**config.mk**
```make
export PLATFORM = sky130hd
export DESIGN_NAME = dmem_ctrl
export DESIGN_NICKNAME = d
export VERILOG_FILES = /design/src/rtl/dmem_ctrl.sv
export SDC_FILE = /design/constraint.sdc
export NUM_CORES = 1
export LEC_CHECK = 0
export CORE_UTILIZATION = 45
export DETAILED_ROUTE_END_ITERATION = 8
export PLACE_DENSITY = 0.83
export SLEW_MARGIN = 20
export SYNTH_ARGS = -nofsm -noshare
export SYNTH_HDL_FRONTEND = slang
export SYNTH_SLANG_ARGS = --single-unit
```
**constraint.sdc**
```tcl
create_clock -name clk -period 2.46 [get_ports clk]
set_input_delay 0.369 -clock clk [delete_from_list [all_inputs] [get_ports clk]]
set_output_delay 0.369 -clock clk [all_outputs]
set_load 0.01 [all_outputs]
```
**src/rtl/dmem_ctrl.sv**
```systemverilog
// Data-memory interface stage: aligns core loads/stores onto a
// word-organised byte-enabled memory with req/ack and timeout.
module dmem_ctrl #(
  parameter int unsigned TIMEOUT_CYC = 16
) (
  input  logic        clk,
  input  logic        rst,
  input  logic        core_req,
  input  logic        core_we,
  input  logic [2:0]  core_funct3,
  input  logic [31:0] core_addr,
  input  logic [31:0] core_wdata,
  output logic [31:0] core_rdata,
  output logic        core_stall,
  output logic        core_misalign,
  output logic        core_err,
  output logic        mem_req,
  output logic        mem_we,
  output logic [3:0]  mem_be,
  output logic [31:0] mem_addr,
  output logic [31:0] mem_wdata,
  input  logic [31:0] mem_rdata,
  input  logic        mem_ack
);

  typedef enum logic [1:0] {
    IDLE,
    REQ,
    DONE
  } state_e;

  state_e state_q, state_d;

  logic [7:0]  cnt_q, cnt_d;
  logic        mem_req_q, mem_req_d;
  logic        mem_we_q, mem_we_d;
  logic [3:0]  mem_be_q, mem_be_d;
  logic [31:0] mem_addr_q, mem_addr_d;
  logic [31:0] mem_wdata_q, mem_wdata_d;
  logic [31:0] rdata_q, rdata_d;
  logic        err_q, err_d;
  logic [2:0]  f3_q, f3_d;
  logic [1:0]  off_q, off_d;

  logic        legal;
  logic        misal;
  logic [3:0]  be_n;
  logic [31:0] wdata_n;
  logic [7:0]  lb;
  logic [15:0] lh;
  logic [31:0] ext;
  logic        stall_c;
  logic        misal_c;

  always_comb begin
    legal = 1'b0;
    case (core_funct3)
      3'b000, 3'b001, 3'b010: legal = 1'b1;
      3'b100, 3'b101:         legal = !core_we;
      default:                legal = 1'b0;
    endcase
  end

  // Only legal accesses can be misaligned; bad funct3 takes the error path.
  assign misal = legal &
    (((core_funct3[1:0] == 2'b01) & core_addr[0]) |
     ((core_funct3[1:0] == 2'b10) & (|core_addr[1:0])));

  always_comb begin
    be_n    = 4'b1111;
    wdata_n = core_wdata;
    unique case (1'b1)
      core_funct3[1:0] == 2'b00: begin
        be_n    = 4'b0001 << core_addr[1:0];
        wdata_n = {4{core_wdata[7:0]}};
      end
      core_funct3[1:0] == 2'b01: begin
        be_n    = 4'b0011 << core_addr[1:0];
        wdata_n = {2{core_wdata[15:0]}};
      end
      default: ;
    endcase
  end

  always_comb begin
    lb  = mem_rdata[{off_q, 3'b000} +: 8];
    lh  = off_q[1] ? mem_rdata[31:16] : mem_rdata[15:0];
    ext = mem_rdata;
    case (f3_q)
      3'b000:  ext = {{24{lb[7]}}, lb};
      3'b001:  ext = {{16{lh[15]}}, lh};
      3'b100:  ext = {24'b0, lb};
      3'b101:  ext = {16'b0, lh};
      default: ext = mem_rdata;
    endcase
  end

  always_comb begin
    state_d     = state_q;
    cnt_d       = cnt_q;
    mem_req_d   = mem_req_q;
    mem_we_d    = mem_we_q;
    mem_be_d    = mem_be_q;
    mem_addr_d  = mem_addr_q;
    mem_wdata_d = mem_wdata_q;
    rdata_d     = rdata_q;
    err_d       = err_q;
    f3_d        = f3_q;
    off_d       = off_q;
    stall_c     = 1'b0;
    misal_c     = 1'b0;
    unique case (state_q)
      IDLE: begin
        if (core_req) begin
          if (misal) begin
            misal_c = 1'b1;
          end else if (!legal) begin
            stall_c = 1'b1;
            err_d   = 1'b1;
            rdata_d = '0;
            state_d = DONE;
          end else begin
            stall_c     = 1'b1;
            mem_req_d   = 1'b1;
            mem_we_d    = core_we;
            mem_be_d    = be_n;
            mem_addr_d  = {core_addr[31:2], 2'b00};
            mem_wdata_d = wdata_n;
            f3_d        = core_funct3;
            off_d       = core_addr[1:0];
            state_d     = REQ;
          end
        end
      end
      REQ: begin
        stall_c = 1'b1;
        if (mem_ack) begin
          rdata_d   = mem_we_q ? 32'h0 : ext;
          err_d     = 1'b0;
          mem_req_d = 1'b0;
          cnt_d     = '0;
          state_d   = DONE;
        end else if (cnt_q == 8'(TIMEOUT_CYC - 1)) begin
          rdata_d   = '0;
          err_d     = 1'b1;
          mem_req_d = 1'b0;
          cnt_d     = '0;
          state_d   = DONE;
        end else begin
          cnt_d = cnt_q + 8'd1;
        end
      end
      DONE: begin
        state_d = IDLE;
      end
      default: begin
        state_d = IDLE;
      end
    endcase
  end

  always_ff @(posedge clk or negedge rst) begin
    if (!rst) begin
      state_q     <= IDLE;
      cnt_q       <= '0;
      mem_req_q   <= 1'b0;
      mem_we_q    <= 1'b0;
      mem_be_q    <= '0;
      mem_addr_q  <= '0;
      mem_wdata_q <= '0;
      rdata_q     <= '0;
      err_q       <= 1'b0;
      f3_q        <= '0;
      off_q       <= '0;
    end else begin
      state_q     <= state_d;
      cnt_q       <= cnt_d;
      mem_req_q   <= mem_req_d;
      mem_we_q    <= mem_we_d;
      mem_be_q    <= mem_be_d;
      mem_addr_q  <= mem_addr_d;
      mem_wdata_q <= mem_wdata_d;
      rdata_q     <= rdata_d;
      err_q       <= err_d;
      f3_q        <= f3_d;
      off_q       <= off_d;
    end
  end

  // Combinational flags are forced low while reset is held.
  assign core_stall    = rst & stall_c;
  assign core_misalign = rst & misal_c;
  assign core_rdata    = rdata_q;
  assign core_err      = err_q;
  assign mem_req       = mem_req_q;
  assign mem_we        = mem_we_q;
  assign mem_be        = mem_be_q;
  assign mem_addr      = mem_addr_q;
  assign mem_wdata     = mem_wdata_q;

endmodule
```
; Yosys cells after proc, flatten, opt, wreduce, memory -nomap -nowiden
; Cells that the tools add are included.
[word_totals]
register_bits = 116
in_bits = 104
out_inout_bits = 105
[classes]
n_addsub = 1
eq_ne = 16
shifts = 3
mux = 38
n_bitwise = 7
reduce_logical = 13
[op_table]
columns = cell, count
row1 = $mux W32, 6
row2 = $pmux W32 S2, 2
row3 = $pmux W32 S4, 1
row4 = $shiftx A32 B6 Y8, 1
row5 = $mux W16, 1
row6 = $mux W8, 2
row7 = $mux W1, 15
row8 = $eq A3 B3 Y1 const B, 4
row9 = $mux W2, 5
row10 = $reduce_and A5 Y1, 2
row11 = $add A8 B1 Y8 const B, 1
row12 = $eq A8 B4 Y1 const B, 1
row13 = $ne A2 B2 Y1 const B, 4
row14 = $pmux W1 S2, 4
row15 = $pmux W4 S2, 1
row16 = $eq A3 B1 Y1 const B, 2
row17 = $logic_not A3 Y1, 2
row18 = $and A1 B1 Y1, 5
row19 = $eq A2 B1 Y1 const B, 2
row20 = $logic_not A2 Y1, 2
row21 = $pmux W2 S2, 1
row22 = $reduce_and A4 Y1, 1
row23 = $reduce_or A2 Y1, 2
row24 = $shl A1 B2 Y4 const A, 1
row25 = 10 further kinds, 10

; Longest topological paths before layout
; Gate-level depths: netlist (run 1).
[depth]
ltp_word = 8
ltp_mapped = 7
depth_no_buf = 6

; Worst setup path before layout (run 1)
; OpenSTA, ideal clock, no wires.
[synth_path]
path_type = register to register
start = reg state_q[0]
end = reg mem_addr_q[10] (netlist: mem_addr[10])
arrival_ns = 1.828
required_time_ns = 2.335
path_slack_ns = 0.507
path_stages_with_launch = 5
path_buffers = 1
synth_period_minus_slack_ns = 1.953
path_cell_list = dfrtp_1 -> or3b_2 -> nor3_2 -> buf_6 -> mux2_2
[synth_via]
elab_chain_len = 2
[synth_lines]
columns = item, line
row1 = start: declaration, 32  ; state_e state_q, state_d;
row2 = start signal: assignment, 176  ; state_q <= state_d;
row3 = $logic_not A2 Y1, 112  ; unique case (state_q)
row4 = $reduce_and A4 Y1 (no source line), n/a
row5 = end signal: assignment, 181  ; mem_addr_q <= mem_addr_d;
row6 = end: declaration, 38  ; logic [31:0] mem_addr_q, mem_addr_d;
; Every way passes these cells.
; A chain may end at the register's enable or synchronous reset.

; Worst setup path after layout (run 1)
[layout_path]
start = in core_req
end = out core_misalign
[layout_via]
elab_chain_len = 3
[layout_lines]
columns = item, line
row1 = start: declaration, 8  ; input logic core_req,
row2 = $mux W1, 114  ; if (core_req) begin
row3 = $mux W1, 112
row4 = $and A1 B1 Y1, 192  ; assign core_misalign = rst & misal_c;
row5 = end: declaration, 15  ; output logic core_misalign,
; Every way passes these cells.

==> results.py, run 1 <==
metrics = {
    "grt": {
        "grt_overflow": 0,
        "grt_pass1_wl_mm": 24.61,
        "first_global_vias": 4792,
        "antenna_found_initial": 0,
        "grt_max_degree": 86,
        "gr-usage-all-layers_pct": 25.27,
    },
    "cts": {
        "clkSlewWorstSetupHoldPaths_ps": 50,
        "cts_buffer_depth": 2,
        "cts_tree": "built",
        "cts-buffers-inserted": 17,
        "htreeDepth": 4,
        "clkSinkCount": 116,
        "root_buffer": "clkbuf_16",
        "cts_setup_buffers": 0,
        "clk-insertion-delay-late_ps": 410,
    },
    "place": {
        "gp_congestion": 0.8944,
        "pre_cts_ws_ps": -202.7,
        "io_buffer_count": 206,
        "dp_cells": 793,
        "hpwl_mm": 10.91,
    },
    "synth": {
        "postSynthCellCount": 445,
        "synthFlopType": "dfrtp_1",
        "avgSynthCellArea_um2": 12.44,
        "synth.area.top_cells": "dfrtp_1 52%, mux2_2 18%, mux2i_1 3.1%",
        "yosysMostFrequentCell": "dfrtp_1",
        "synth_top_cells_by_count": "116 x dfrtp_1, 87 x mux2_2, 24 x a21oi_1",
        "yosysUniqueCellTypes": 53,
        "yosysTopAreaCell": "dfrtp_1",
        "seq_area_frac_synth_pct": 52.45,
        "async_flop_share_pct": 100.0,
        "synth_edf_count": 0,
        "syn_area_um2": 5534,
        "synth.yosys.warnings": 0,
        "synth-seq-cells": 116,
        "yosysTopAreaCellShare_pct": 52.45,
    },
    "sta": {
        "period_minus_slack_ps": 2387,
        "fmax_mhz": 418.9,
        "drv_slew": 0,
        "worstMarginPinSlew_ps": 780.2,
        "fin_ws_ps": 72.73,
        "slew_headroom_pct": 47.98,
        "skew_ps": 6.311,
        "rsz0062_at_grt": "false",
        "finalCritPeriodShare_pct": 97.04,
        "finalHoldViolations": 0,
        "setup_violations": 0,
    },
    "detailed_routing": {
        "wl_mm": 15.49,
        "drc": 0,
        "first_pass_iters": 4,
        "drtAntennaViolNets": 0,
        "wl_per_cell_um": 18.82,
        "vias_per_cell": 5.538,
        "num_vias": 4558,
        "drt-initial-drc-count": 323,
    },
    "pwr": {
        "p_leak_uw": 0.003526,
        "p_comb_share_pct": 40.7,
        "switching_share_pct": 31.06,
        "p_int_uw": 6549,
        "pwr_density_cell_nw_per_um2": 1138,
        "pwr-share-clk_pct": 24.5,
        "seqPwrFrac_pct": 34.8,
        "switching_power_uw": 2951,
        "irDropWorstVdd_uv": 803.2,
    },
    "critical_path": {
        "path_max_fanout": 2,
        "critPathSlowestCell": "or3b_2",
        "cp_data_required_time_ps": 2090,
        "path_class": "in -> out",
        "path_cells": "clkdlybuf4s50_1, or3b_2, o21ba_4, and3_1, clkdlybuf4s15_1",
        "cpPeakStageDelay_ps": 500,
        "reg2reg_depth": 4,
        "cp.arrival_ps": 2020,
        "cp-start-kind": "input pin",
        "critPathCaptureType": "primary output",
    },
    "final_layout": {
        "n_antenna_cell": 0,
        "drive_gt1_share_pct": 22.63,
        "fin_nets": 771,
        "final_cells": 823,
        "area_delta_synth_final_pct": 50.89,
        "finish.utilization_pct": 69.52,
    },
    "floorplanning": {
        "initial_core_util_pct": 46.07,
        "io_pins": 209,
        "row_count": 40,
        "die_h_um": 112.9,
        "die_x_um": 112.9,
        "core_area_um2": 12010,
        "dieArea_um2": 12750,
    },
    "min_path": {
        "hold_class": "in -> async",
    },
    "outcome": {
        "status": "finished clean",
    },
    "run": {
        "max-cap-violations": 0,
    },
}
routing by layer:
layer  GRT usage [%]  up-vias  part of all wire (%)
met5               0        -                     0
met4           11.84        0                   2.3
met3           9.909       33                    11
met1           29.94     2209                    39
li1                -     2084                     -
met2           40.58      232                    47
per-stage QoR:
stage	power [uW]	setup TNS (ps)	cell area, um^2	hold slack [ps]
3_5_place_dp	7148	-1410	7787	166.8
4_1_cts	9556	0	8343	328.4
6_report	9500	0	8351	359.9
2_1_floorplan	5058	0	5538	73.41
3_3_place_gp	7033	-407.0	7787	167.3
5_1_grt	9990	0	8351	363.0
worst paths after layout:
check / startpoint / end / slack (ps)
max in group asynchronous: rst / mem_wdata[1] / 1150
hold reg to reg: mem_req / mem_req / 480
setup reg to reg: cnt_q[5] / core_rdata[30] / 180
hold / removal: rst / state_q[0] / 360
min in group clk: mem_req / mem_req / 480
setup / recovery: core_req / core_misalign / 70
area by class of cell:
| class | count | area [um^2] |
|---|---|---|
| timing repair buffer | 232 | 2273 |
| fill | 867 | 3661 |
| multi-input combinational | 294 | 2422 |
| clock buffer | 24 | 471.7 |
| tap | 147 | 183.9 |
| inverter | 5 | 18.77 |
| clock inverter | 5 | 77.57 |
| sequential | 116 | 2903 |
state kept, by name, indices dropped and copies added (netlist names):
signal      flops
cnt_q           8
core_err        1
core_rdata     32
f3_q            3
mem_addr       30
mem_be          4
mem_req         1
mem_wdata      32
mem_we          1
off_q           2
state_q         2
power groups by stage:
stage | Combinational [uW] | Clock (uW) | Sequential, uW
after CTS | 3880 | 2370 | 3300
after global placement | 3780 | 0 | 3250
after detailed placement | 3840 | 0 | 3300
after global routing | 4110 | 2470 | 3420
final | 3870 | 2330 | 3300
after floorplan | 1550 | 0 | 3510
cells by family (layout without fill, tap and decap cells):
kind of cell | count (synthesis) | in the layout | synth area share (%)
compound gates | 102 | 102 | 13.41
xor+xnor | 2 | 2 | 0.3166
fa+ha+maj | 1 | 1 | 0.2261
buf+inv | 36 | 266 | 3.957
flops | 116 | 116 | 52.45
mux | 105 | 105 | 21.18
other cells | 1 | 2 | 0.06776
simple gates | 82 | 82 | 8.388
what timing repair did:
action,CTS,global route
hold buffers,1,0
resized for setup,3,2
endpoints found under the hold margin,1,0
endpoints found under the setup margin,2,2
layout by cell type (no fill, tap or decap), types with 3 or more instances in the layout:
master           instances
clkdlybuf4s50_1        201
dfrtp_1                116
mux2_2                  87
a21oi_1                 24
buf_4                   24
nand2_1                 20
o21ai_0                 20
mux2i_1                 17
clkbuf_16               17
a221o_1                 16
nor2_1                  14
a22o_1                  12
nor2b_1                  9
o22ai_1                  8
nand2b_1                 7
a32o_1                   6
inv_1                    5
or2_2                    5
nor3_1                   5
clkbuf_1                 5
nand3_1                  4
or3_1                    4
a21o_1                   3
worst max-delay path: cells and delay by family:
family | cells | cell delay, ps
buffers and inverters | 2 | 760
and+or+nand+nor | 2 | 650
AOI/OAI and AO/OA | 1 | 240
No activity file was read; power rests on OpenSTA's default activity.
==> inputs of run 2 (changes only) <==
- CORE_ASPECT_RATIO: unset -> 1.2
- TNS_END_PERCENT: unset -> 20
==> run 2 against run 1 <==
Core utilization rose by 0.72 points. Die area hardly changed. Global-route usage down 0.070 points. First-iteration DRC count down 43%. Register-to-register slack better by 170 ps. Final cell count rose by 2.1%. Combinational power increased by 2%. Clock power grew 11%. Clock skew grew 2.2 ps. Worst hold slack worse by 240 ps. Setup slack got worse by 3.0 ps. Routed wire length fell by 0.26%. Largest power group unchanged.
==> results.py, run 2 (same netlist as run 1, synthesis figures left out) <==
metrics = {
    "final_layout": {
        "area_delta_synth_final_pct": 53.02,
        "design_area_um2": 8468,
        "drive_gt1_share_pct": 24.01,
        "layout.cells.most_common": "clkdlybuf4s50_1",
        "layout_common_cells": "201 x clkdlybuf4s50_1, 115 x dfrtp_1, 87 x mux2_2",
        "fin_nets": 771,
        "final_cells": 840,
        "n_antenna_cell": 0,
    },
    "place": {
        "dp_cells": 808,
        "dpl_cell_area_um2": 7838,
        "io_buffer_count": 206,
        "hpwl_mm": 11.29,
        "gp_congestion": 0.8220,
    },
    "detailed_routing": {
        "drtAntennaViolNets": 0,
        "vias_per_cell": 5.437,
        "first_pass_iters": 4,
        "wl_mm": 15.45,
        "wl_per_cell_um": 18.39,
        "drc": 0,
        "num_vias": 4567,
        "drt-initial-drc-count": 184,
    },
    "cts": {
        "cts_tree": "built",
        "cts_buffer_depth": 2,
        "clkSlewWorstSetupHoldPaths_ps": 50,
        "cts-buffers-inserted": 17,
        "htreeDepth": 4,
        "ctsHoldBuffers": 0,
        "cts_setup_buffers": 0,
        "root_buffer": "clkbuf_16",
        "cts.repair.resized": 6,
        "clkSinkCount": 116,
        "clk-insertion-delay-late_ps": 410,
    },
    "sta": {
        "skew_ps": 8.519,
        "finalHoldViolations": 0,
        "finalCritPeriodShare_pct": 97.17,
        "slew_headroom_pct": 48.08,
        "drv_slew": 0,
        "fmax_mhz": 418.4,
        "setup_violations": 0,
        "period_minus_slack_ps": 2390,
        "rsz0062_at_grt": "false",
        "worstMarginPinSlew_ps": 778.7,
    },
    "floorplanning": {
        "initial_core_util_pct": 45.90,
        "die_h_um": 123.5,
        "dieArea_um2": 12750,
        "core_area_um2": 12060,
        "io_pins": 209,
        "die_x_um": 103.2,
        "row_count": 44,
    },
    "grt": {
        "gr-usage-all-layers_pct": 25.20,
        "antenna_found_initial": 0,
        "grt_overflow": 0,
        "first_global_vias": 4804,
        "grt_max_degree": 61,
        "grt_pass1_wl_mm": 24.14,
    },
    "critical_path": {
        "path_class": "in -> out",
        "cp-start-kind": "input pin",
        "cp_data_required_time_ps": 2090,
        "path_max_fanout": 2,
        "critPathSlowestCell": "clkdlybuf4s50_1",
        "path_cells": "clkdlybuf4s50_1, or3b_2, o21ba_4, and3_1, dlygate4sd2_1",
        "reg2reg_depth": 6,
        "cp.arrival_ps": 2020,
        "cpPeakStageDelay_ps": 500,
        "critPathCaptureType": "primary output",
    },
    "pwr": {
        "p_leak_uw": 0.003565,
        "pwr_density_cell_nw_per_um2": 1158,
        "irDropWorstVdd_uv": 607.6,
    },
    "run": {
        "max-cap-violations": 0,
    },
    "outcome": {
        "status": "finished clean",
    },
    "min_path": {
        "hold_class": "in -> async",
    },
}
[run 2: worst max-delay path, delay by kind of cell]
| kind | cells | cell delay, ps |
|---|---|---|
| buffers and inverters | 2 | 770 |
| AOI/OAI and AO/OA | 1 | 240 |
| and+or+nand+nor | 2 | 650 |
[run 2: metrics by stage]
| step | worst slack (ps) | util (%) | hold slack, ps | TNS, ps | power, uW |
|---|---|---|---|---|---|
| after detailed placement | -160.9 | 65.01 | 465.9 | -1197 | 7231 |
| after global placement | -142.4 | 65.01 | 465.7 | -297.5 | 7071 |
| after CTS | 75.52 | 70.24 | 148.5 | 0 | 9877 |
| after floorplan | 506.8 | - | 73.41 | 0 | 5058 |
| final | 69.74 | 70.24 | 118.9 | 0 | 9803 |
| after global routing | 14.27 | 70.24 | 195.4 | 0 | 10320 |
[run 2: metal layers]
metal | vias up | wire length [um] | GRT usage (%)
met1 | 2239 | 5922 | 27.92
met3 | 39 | 1039 | 7.405
met2 | 196 | 8048 | 44.71
li1 | 2093 | - | -
met5 | - | 0 | 0
met4 | 0 | 435 | 10.39
[run 2: cell type report]
class / count / area [um^2]
Clock buffer: 24 / 511.7
Clock inverter: 8 / 120.1
Fill cell: 813 / 3588
Inverter: 5 / 18.77
Multi-Input combinational cell: 294 / 2425
Sequential cell: 116 / 2904
Tap cell: 161 / 201.4
Timing Repair Buffer: 232 / 2287
[run 2: worst paths after layout]
kind	startpoint	end	slack (ps)
setup reg to reg	cnt_q[0]	core_rdata[18]	350
min in group clk	mem_req	mem_req	480
max in group asynchronous	rst	state_q[1]	1010
hold / removal	rst	core_rdata[12]	120
setup / recovery	core_req	core_misalign	70
hold reg to reg	mem_req	mem_req	480
[run 2: power by group]
part | internal (uW) | switching [uW]
logic | 2350 | 1600
registers | 2720 | 544
clock network | 1750 | 833
==> inputs of run 3 (changes only) <==
- HOLD_SLACK_MARGIN: unset -> 0.03
==> results of run 3 <==
Final layout, timing and power as in run 2 (identical DEF).
